==> config.mk <==
export PLATFORM = sky130hd
export DESIGN_NAME = sync_filter_bank
export DESIGN_NICKNAME = d
export VERILOG_FILES = /design/src/rtl/sync_filter_pkg.sv /design/src/rtl/sync_filter_chan.sv /design/src/rtl/sync_filter_bank.sv
export SDC_FILE = /design/constraint.sdc
export NUM_CORES = 1
export LEC_CHECK = 0
export ABC_CLOCK_PERIOD_IN_PS = 900
export BUFFER_PORTS_ARGS = -buffer_cell sky130_fd_sc_hd__clkbuf_2
export CAP_MARGIN = 5
export CORE_AREA = 4 4 41 43
export CTS_BUF_LIST = sky130_fd_sc_hd__clkbuf_8
export DETAILED_ROUTE_END_ITERATION = 12
export DIE_AREA = 0 0 45 47
export SYNTH_ARGS = -nofsm -noshare
export SYNTH_HDL_FRONTEND = slang
export SYNTH_SLANG_ARGS = --single-unit
export TNS_END_PERCENT = 1
==> constraint.sdc <==
create_clock -name clk -period 0.9 [get_ports clk]
set_input_delay 0.27 -clock clk [delete_from_list [all_inputs] [get_ports clk]]
set_output_delay 0.27 -clock clk [all_outputs]
set_load 0.03 [all_outputs]
==> src/rtl/sync_filter_pkg.sv <==
// Shared types and helpers for the sync_filter_bank synchroniser slice.
// Optional sticky flags are enabled in the top with SYNC_FILTER_BANK_STICKY_EN.
package sync_filter_pkg;

  localparam int STAGES_MIN = 2;

  typedef struct packed {
    logic rise;
    logic fall;
  } chan_evt_t;

  // Counter width that can hold 0..filt; never narrower than one bit.
  function automatic int cnt_width(input int filt);
    if (filt < 1) begin
      return 1;
    end else begin
      return $clog2(filt + 1);
    end
  endfunction

endpackage

==> src/rtl/sync_filter_chan.sv <==
// One synchroniser channel: flop chain, persistence filter and registered edge pulses.
// Instantiated per bit by sync_filter_bank.
module sync_filter_chan
  import sync_filter_pkg::*;
#(
  parameter int STAGES = 2,
  parameter int FILT   = 1
) (
  input  logic      clk,
  input  logic      reset,
  input  logic      d,
  output logic      q,
  output chan_evt_t evt
);

  localparam int             CW       = cnt_width(FILT);
  localparam logic [CW-1:0]  CNT_LAST = CW'(FILT - 1);

  generate
    if (STAGES < STAGES_MIN) begin : g_bad_stages
      $error("sync_filter_chan: STAGES must be at least 2");
    end
    if (FILT < 1) begin : g_bad_filt
      $error("sync_filter_chan: FILT must be at least 1");
    end
  endgenerate

  logic [STAGES-1:0] sync_r;
  logic              y_s;
  logic [CW-1:0]     cnt_r;
  logic [CW-1:0]     cnt_s;
  logic              q_r;
  logic              q_s;
  chan_evt_t         evt_r;
  chan_evt_t         evt_s;

  // Metastability chain: a plain shift register, each stage feeding only the next.
  always_ff @(posedge clk) begin
    if (reset) begin
      sync_r <= '0;
    end else begin
      sync_r <= {sync_r[STAGES-2:0], d};
    end
  end

  assign y_s = sync_r[STAGES-1];

  // A new level is accepted only after FILT consecutive samples; any return to q restarts the count.
  always_comb begin
    cnt_s = '0;
    q_s   = q_r;
    evt_s = '0;
    if (y_s == q_r) begin
      cnt_s = '0;
    end else if (cnt_r == CNT_LAST) begin
      q_s        = y_s;
      evt_s.rise = y_s;
      evt_s.fall = ~y_s;
    end else begin
      cnt_s = cnt_r + 1'b1;
    end
  end

  // Filter state and edge pulses; pulses land on the same edge as the q update.
  always_ff @(posedge clk) begin
    if (reset) begin
      cnt_r <= '0;
      q_r   <= 1'b0;
      evt_r <= '0;
    end else begin
      cnt_r <= cnt_s;
      q_r   <= q_s;
      evt_r <= evt_s;
    end
  end

  assign q   = q_r;
  assign evt = evt_r;

endmodule

==> src/rtl/sync_filter_bank.sv <==
// WIDTH-channel bank of filtered level synchronisers for asynchronous inputs.
// Define SYNC_FILTER_BANK_STICKY_EN to add per-channel latched-change flags.
module sync_filter_bank
  import sync_filter_pkg::*;
#(
  parameter int WIDTH  = 1,
  parameter int STAGES = 2,
  parameter int FILT   = 1
) (
  input  logic             clk,
  input  logic             reset,
  input  logic [WIDTH-1:0] d,
  output logic [WIDTH-1:0] q,
  output logic [WIDTH-1:0] rise,
  output logic [WIDTH-1:0] fall
`ifdef SYNC_FILTER_BANK_STICKY_EN
  ,
  output logic [WIDTH-1:0] sticky,
  input  logic [WIDTH-1:0] sticky_clr
`endif
);

  chan_evt_t chan_evt_s [WIDTH];

  generate
    for (genvar i = 0; i < WIDTH; i++) begin : g_chan
      sync_filter_chan #(
        .STAGES (STAGES),
        .FILT   (FILT)
      ) u_chan (
        .clk   (clk),
        .reset (reset),
        .d     (d[i]),
        .q     (q[i]),
        .evt   (chan_evt_s[i])
      );
      assign rise[i] = chan_evt_s[i].rise;
      assign fall[i] = chan_evt_s[i].fall;
    end
  endgenerate

`ifdef SYNC_FILTER_BANK_STICKY_EN
  logic [WIDTH-1:0] sticky_r;

  // Latched change flags; a pulse in the clearing cycle wins so no event is lost.
  always_ff @(posedge clk) begin
    if (reset) begin
      sticky_r <= '0;
    end else begin
      sticky_r <= (sticky_r & ~sticky_clr) | rise | fall;
    end
  end

  assign sticky = sticky_r;
`endif

endmodule
* Word-level counts from Yosys, hierarchy flattened *
Cells that the tools add are included.

cells by class
  equality and inequality tests = 1
  reductions and logical operators = 3
  add/subtract/negate cells = 1
  order comparisons = 0
  multiplexer cells = 0
  multiply operators = 0
  bitwise logic cells = 3
  div/mod/pow operators = 0
  shift operators = 0

operators by type and width
  operator             number
  $reduce_or 3->1      2
  $not 1->1            3
  $reduce_and 2->1     1
  $add 1x1->1 const B  1
  $eq 1x1->1           1

word-level totals
  bits in registers = 6
  bits in latches = 0
  word-level logic and storage cells = 13
  bits in read-only memories = 0
  memories kept = 0
  memory bits (writable) = 0

* Longest topological paths before layout *
Gate-level depths: netlist (run 1).

  depth after elaboration = 3
  gate-level depth with buffers = 2
  depth with buffers taken out = 2

* Least setup slack after synthesis (run 1) *
No wires, ideal clock.

  path kind = register -> register
  from = reg g_chan[0].u_chan.q_r
  to = reg g_chan[0].u_chan.evt_r (netlist bit g_chan[0].u_chan.evt[0])
  setup time = 96 ps
  cell stages (with the launch flop) = 2
  setup slack = 70 ps
  period minus slack after synthesis = 830 ps
  data arrival time = 735 ps
  cell sequence = dfxtp_1 -> nor4b_1

on the way
  longest elaborated chain between the ends = 2

RTL lines
  element                    RTL line                source
  start: declaration         sync_filter_chan.sv:32  logic q_r;
  start signal: assignment   sync_filter_chan.sv:72  q_r <= q_s;
  $eq 1x1->1                 sync_filter_chan.sv:53  if (y_s == q_r) begin
  $reduce_or 3->1 (no line)  -
  end signal: assignment     sync_filter_chan.sv:73  evt_r <= evt_s;
  end: declaration           sync_filter_chan.sv:34  chan_evt_t evt_r;

Every way passes these cells.
A chain may end at the register's enable or synchronous reset.

* Worst setup path after layout (run 1) *
  from = reg g_chan[0].u_chan.q_r
  to = out q

RTL lines
  element           RTL line                source
  end: declaration  sync_filter_bank.sv:13  output logic [WIDTH-1:0] q,

No word-level cell between the ends.

==> flow_metrics.env, run 1 <==
export IMPL_synthTopCellsByArea="dfxtp_1, and2b_2, nor4b_1"
export IMPL_drtIter0Drc=1
export IMPL_cap_violations=0
export IMPL_ant_nets=0
export IMPL_antenna_cells=0
export IMPL_place_area_um2=216
export IMPL_status="complete, but fails checks"
export IMPL_core_area_um2=1300
export IMPL_worst_skew_pair_late_latency_ps=220
export IMPL_ir_worst_vdd_uv=843
export IMPL_yosys_area_top_type="dfxtp_1"
export IMPL_timing_hold_violations_final=0
export IMPL_crit_required_ps=630
export IMPL_grt_use_total_pct=4.35
export IMPL_syn_nets=16
export IMPL_r2r_cells=2
export IMPL_wl_per_cell_um=7.68
export IMPL_fin_crit_ps=949
export IMPL_final_nets=27
export IMPL_cts_tree="built"
export IMPL_whs_endpoint="g_chan[0].u_chan.q"
export IMPL_cellPowerDensity_nw_per_um2=2320
export IMPL_fin_area_um2=305
export IMPL_synth_top_area_share_pct=69.6
export IMPL_fp_dieW_um=45
export IMPL_portBuffers=5
export IMPL_critPathMaxStageDelay_ps=340
export IMPL_area_growth_pct=76.8
export IMPL_violations="negative setup slack"
export IMPL_r2r_start="g_chan[0].u_chan.q"
export IMPL_grt_ovfl_total=0
export IMPL_drc=0
export IMPL_critPathSlowestCell="dfxtp_2"
export IMPL_grt_pass1_wl_um=531
export IMPL_numClockSinks=6
export IMPL_multiInputGateArea_um2=58.8
export IMPL_drive_above_1_share_pct=68.2
export IMPL_clk_pin_slew_ps=40
export IMPL_setup_viol=3
export IMPL_synth_distinct_cells=6
export IMPL_clockBufferDepth=2
export IMPL_rsz0062_at_grt="true"
export IMPL_syn_inst=13
export IMPL_drt_first_pass_iters=2
export IMPL_cts_hold_buf=0
export IMPL_crit_fanout=2
export IMPL_hp_start="reset"
export IMPL_htree_num_levels=1
export IMPL_num_io_pins=6
export IMPL_drt_wl_total_um=284
export IMPL_rrSetupSlack_ps=90
export IMPL_slew_viol_final=0
export IMPL_synth_area_per_cell_um2=13.3
export IMPL_crit_arrival_ps=680
export IMPL_grt_pass1_vias=133
export IMPL_critPathLaunchType="flip-flop"
export IMPL_start_util_pct=13.3
export IMPL_r2r_end="g_chan[0].u_chan.evt[1]"
export IMPL_yosysWarnings=0
export IMPL_min_period_over_period_pct=105
export IMPL_rows=13
export IMPL_cts_root_buf="clkbuf_8"
export IMPL_post_route_util_pct=23.5
export IMPL_finalWorstSetupSlack_ps=-49.2
export IMPL_grt_start_max_net_pins=6
export IMPL_cts_made_buffers=3
export IMPL_path_cells="buf_8"
export IMPL_fillers=154
export IMPL_via_count=124
export IMPL_cp_end_kind="output pin"
export IMPL_leakagePower_nw=0.131
export IMPL_gp_congestion=0.551
export IMPL_antenna_found_initial=0
export IMPL_via_per_inst=3.35
export IMPL_fmax_mhz=1050
export IMPL_seqCellArea_um2=124
export IMPL_dieArea_um2=2120
export IMPL_yosysSeqAreaShare_pct=69.6
export IMPL_path_delay_family="flip-flops"
export IMPL_die_h_um=47
export IMPL_syn_area_um2=173
export IMPL_ys_seq_elements=6
export IMPL_min_delay_path_depth=2
export IMPL_criticalPathCategory="flip-flop to output pin"
export IMPL_clock_skew_ps=3.29
export IMPL_worst_path_buf_inv=1
export IMPL_layout_common_cells="clkbuf_8, dfxtp_1, dfxtp_2, buf_8"
export IMPL_hold_class="primary input to flip-flop"
[registers in the layout (all words and copies together), names as in the netlist]
name                  flops
g_chan.u_chan.evt         2
g_chan.u_chan.sync_r      2
g_chan.u_chan.cnt_r       1
g_chan.u_chan.q           1
[routing by layer]
metal | part of all wire [%] | GRT usage (%) | vias up
met5 | 0 | 0 | -
met4 | 0 | 1.75 | 0
met3 | 22 | 6.90 | 0
met2 | 35 | 5.65 | 9
met1 | 43 | 3.20 | 55
li1 | - | - | 60
[timing repair]
action                                  in CTS  in global routing
setup buffers                                1                  0
gates resized for setup                      9                  4
endpoints found under the setup margin       3                  4
endpoints found under the hold margin        0                  0
pin swaps                                    0                  0
[cells by family (layout without fill, tap and decap cells)]
kind of cell | count (synthesis) | after routing | share of synthesized area (%)
other cells | 1 | 1 | 2.17
simple gates | 5 | 5 | 22.5
mux | 1 | 1 | 5.80
flops | 6 | 6 | 69.6
buf+inv | 0 | 9 | 0
[through the flow]
stage	cells	hold WS (ps)	worst slack [ps]	power (mW)	TNS (ps)
finish	37	273	-49.2	0.707	-104
global route	37	267	-74.2	0.751	-171
CTS	37	262	-65.0	0.716	-157
detailed placement	33	441	58.8	0.307	0
global placement	33	430	62.6	0.306	0
floorplan	13	342	69.5	0.297	0
[synthesized netlist by cell type, drive strengths merged]
cell and instances:
dfxtp 6, nor4b 2, and2b 2, nor2 1, conb 1, mux2i 1
[worst max path at each step]
stage | endpoint | slack [ps] | depth (start not counted) | from
2_1_floorplan | g_chan[0].u_chan.evt[0] | 70 | 1 | g_chan[0].u_chan.q
3_3_place_gp | q | 60 | 1 | g_chan[0].u_chan.q
3_5_place_dp | q | 60 | 1 | g_chan[0].u_chan.q
4_1_cts | q | -60 | 1 | g_chan[0].u_chan.q
5_1_grt | q | -70 | 1 | g_chan[0].u_chan.q
6_report | q | -50 | 1 | g_chan[0].u_chan.q
[layout make-up]
class | instances | area share, %
clock buffer | 3 | 13.5
sequential | 6 | 40.6
timing repair buffer | 6 | 20.5
multi-input combinational | 7 | 19.3
tap | 15 | 6.15
[power breakdown]
part | switching (mW) | internal, mW
logic | 0.0116 | 0.0168
registers | 0.00591 | 0.277
clock network | 0.109 | 0.287
Note: power is estimated with default switching activity, not from simulation.
==> run 2, diff against run 1 <==
ABC_CLOCK_PERIOD_IN_PS = 1200   (was 900)
CELL_PAD_IN_SITES_DETAIL_PLACEMENT = 0   (was unset)
CELL_PAD_IN_SITES_GLOBAL_PLACEMENT = 1   (was unset)
PLACE_DENSITY_LB_ADDON = 0.1   (was unset)
clock period = 1.2 ns   (was 0.9 ns; I/O delays follow)
==> run 2 against run 1 <==
Critical path depth unchanged. Clock skew down 0.74 ps. Sequential cell count unchanged. Critical endpoint unchanged. Via count down 5.6%. Sequential power down 25%. The run now ends clean. Non-clock buffer count down 1. Register-to-register slack better by 410 ps. Total power down 26%.
==> flow_metrics.env, run 2 (synthesis results as in run 1) <==
export IMPL_slew_viol_final=0
export IMPL_cts_root_buf="clkbuf_8"
export IMPL_worst_skew_pair_late_latency_ps=220
export IMPL_htree_num_levels=1
export IMPL_clock_skew_ps=2.54
export IMPL_path_cells="clkbuf_2"
export IMPL_rows=13
export IMPL_fillers=156
export IMPL_cellPowerDensity_nw_per_um2=2030
export IMPL_hold_ws_ps=362
export IMPL_leakagePower_nw=0.116
export IMPL_crit_fanout=4
export IMPL_grt_ovfl_total=0
export IMPL_finalWorstSetupSlack_ps=44.4
export IMPL_cts_resized=0
export IMPL_ir_worst_vdd_uv=555
export IMPL_crit_arrival_ps=800
export IMPL_via_per_inst=3.25
export IMPL_grt_pass1_vias=90
export IMPL_grt_use_total_pct=3.40
export IMPL_multiInputGateArea_um2=52.6
export IMPL_critPathLaunchType="flip-flop"
export IMPL_antenna_cells=0
export IMPL_status="complete, no violations"
export IMPL_ant_nets=0
export IMPL_place_ws_ps=278
export IMPL_wl_per_cell_um=7.28
export IMPL_grt_start_max_net_pins=6
export IMPL_cts_hold_buf=0
export IMPL_min_period_over_period_pct=96.3
export IMPL_die_h_um=47
export IMPL_critPathMaxStageDelay_ps=350
export IMPL_drt_first_pass_iters=1
export IMPL_drc=0
export IMPL_setup_viol=0
export IMPL_path_delay_family="flip-flops"
export IMPL_cp_end_kind="output pin"
export IMPL_criticalPathCategory="flip-flop to output pin"
export IMPL_rsz0062_at_grt="false"
export IMPL_hold_class="primary input to flip-flop"
export IMPL_worst_path_buf_inv=1
export IMPL_critPathSlowestCell="dfxtp_1"
export IMPL_antenna_found_initial=0
export IMPL_clk_pin_slew_ps=30
export IMPL_final_nets=26
export IMPL_grt_pass1_wl_um=379
export IMPL_portBuffers=5
export IMPL_post_cts_buffers=0
export IMPL_via_count=117
export IMPL_cap_violations=0
export IMPL_fmax_mhz=865
export IMPL_core_area_um2=1300
export IMPL_cts_tree="built"
export IMPL_post_route_util_pct=19.8
export IMPL_cts_made_buffers=3
export IMPL_mostFrequentLayoutCell="dfxtp_1"
export IMPL_numClockSinks=6
export IMPL_area_growth_pct=49.3
export IMPL_crit_required_ps=840
export IMPL_drive_above_1_share_pct=47.6
export IMPL_gp_congestion=0.654
export IMPL_layout_common_cells="dfxtp_1, clkbuf_2, clkbuf_8"
export IMPL_dieArea_um2=2120
export IMPL_drtIter0Drc=0
export IMPL_fp_dieW_um=45
export IMPL_drt_wl_total_um=262
export IMPL_num_io_pins=6
export IMPL_timing_hold_violations_final=0
export IMPL_clockBufferDepth=2
export IMPL_fin_crit_ps=1160
export IMPL_fin_tns_setup_ps=0
export IMPL_seqCellArea_um2=120
export IMPL_start_util_pct=13.3
## run 2: changes by cell type in the layout (fill, tap and decap cells not counted), sizes merged
| cell | before | now |
|---|---|---|
| clkbuf | 5 | 8 |
| buf | 4 | 0 |
## run 2: area by class of cell
cell class / count / area share [%]
Clock buffer: 3 / 16.0
Multi-Input combinational cell: 7 / 20.4
Sequential cell: 6 / 46.6
Tap cell: 15 / 7.28
Timing Repair Buffer: 5 / 9.71
## run 2: path summary, 6_finish.rpt
| path | slack [ps] | endpoint | depth (start not counted) | startpoint |
|---|---|---|---|---|
| setup reg to reg | 500 | g_chan[0].u_chan.q | 2 | g_chan[0].u_chan.cnt_r |
| hold / removal | 360 | g_chan[0].u_chan.sync_r[0] | 2 | d |
| setup / recovery | 40 | q | 1 | g_chan[0].u_chan.q |
| hold reg to reg | 440 | g_chan[0].u_chan.sync_r[1] | 1 | g_chan[0].u_chan.sync_r[0] |
## run 2: per-stage QoR
stage	area (µm²)	power [mW]	instances
final	258	0.522	36
after global placement	216	0.230	33
after CTS	258	0.532	36
after floorplan	173	0.223	13
after detailed placement	216	0.230	33
after global routing	258	0.543	36
## run 2: where the power goes
part           total (mW)  internal, mW  switching [mW]
registers           0.211         0.207         0.00372
clock network       0.295         0.215          0.0803
logic              0.0157       0.00808         0.00761
## run 2: per-layer routing
metal	vias to the layer above	wire, µm	track usage (%)
met2	8	92	2.82
li1	60	-	-
met5	-	0	0
met1	47	100	2.75
met3	2	58	5.75
met4	0	10	3.51
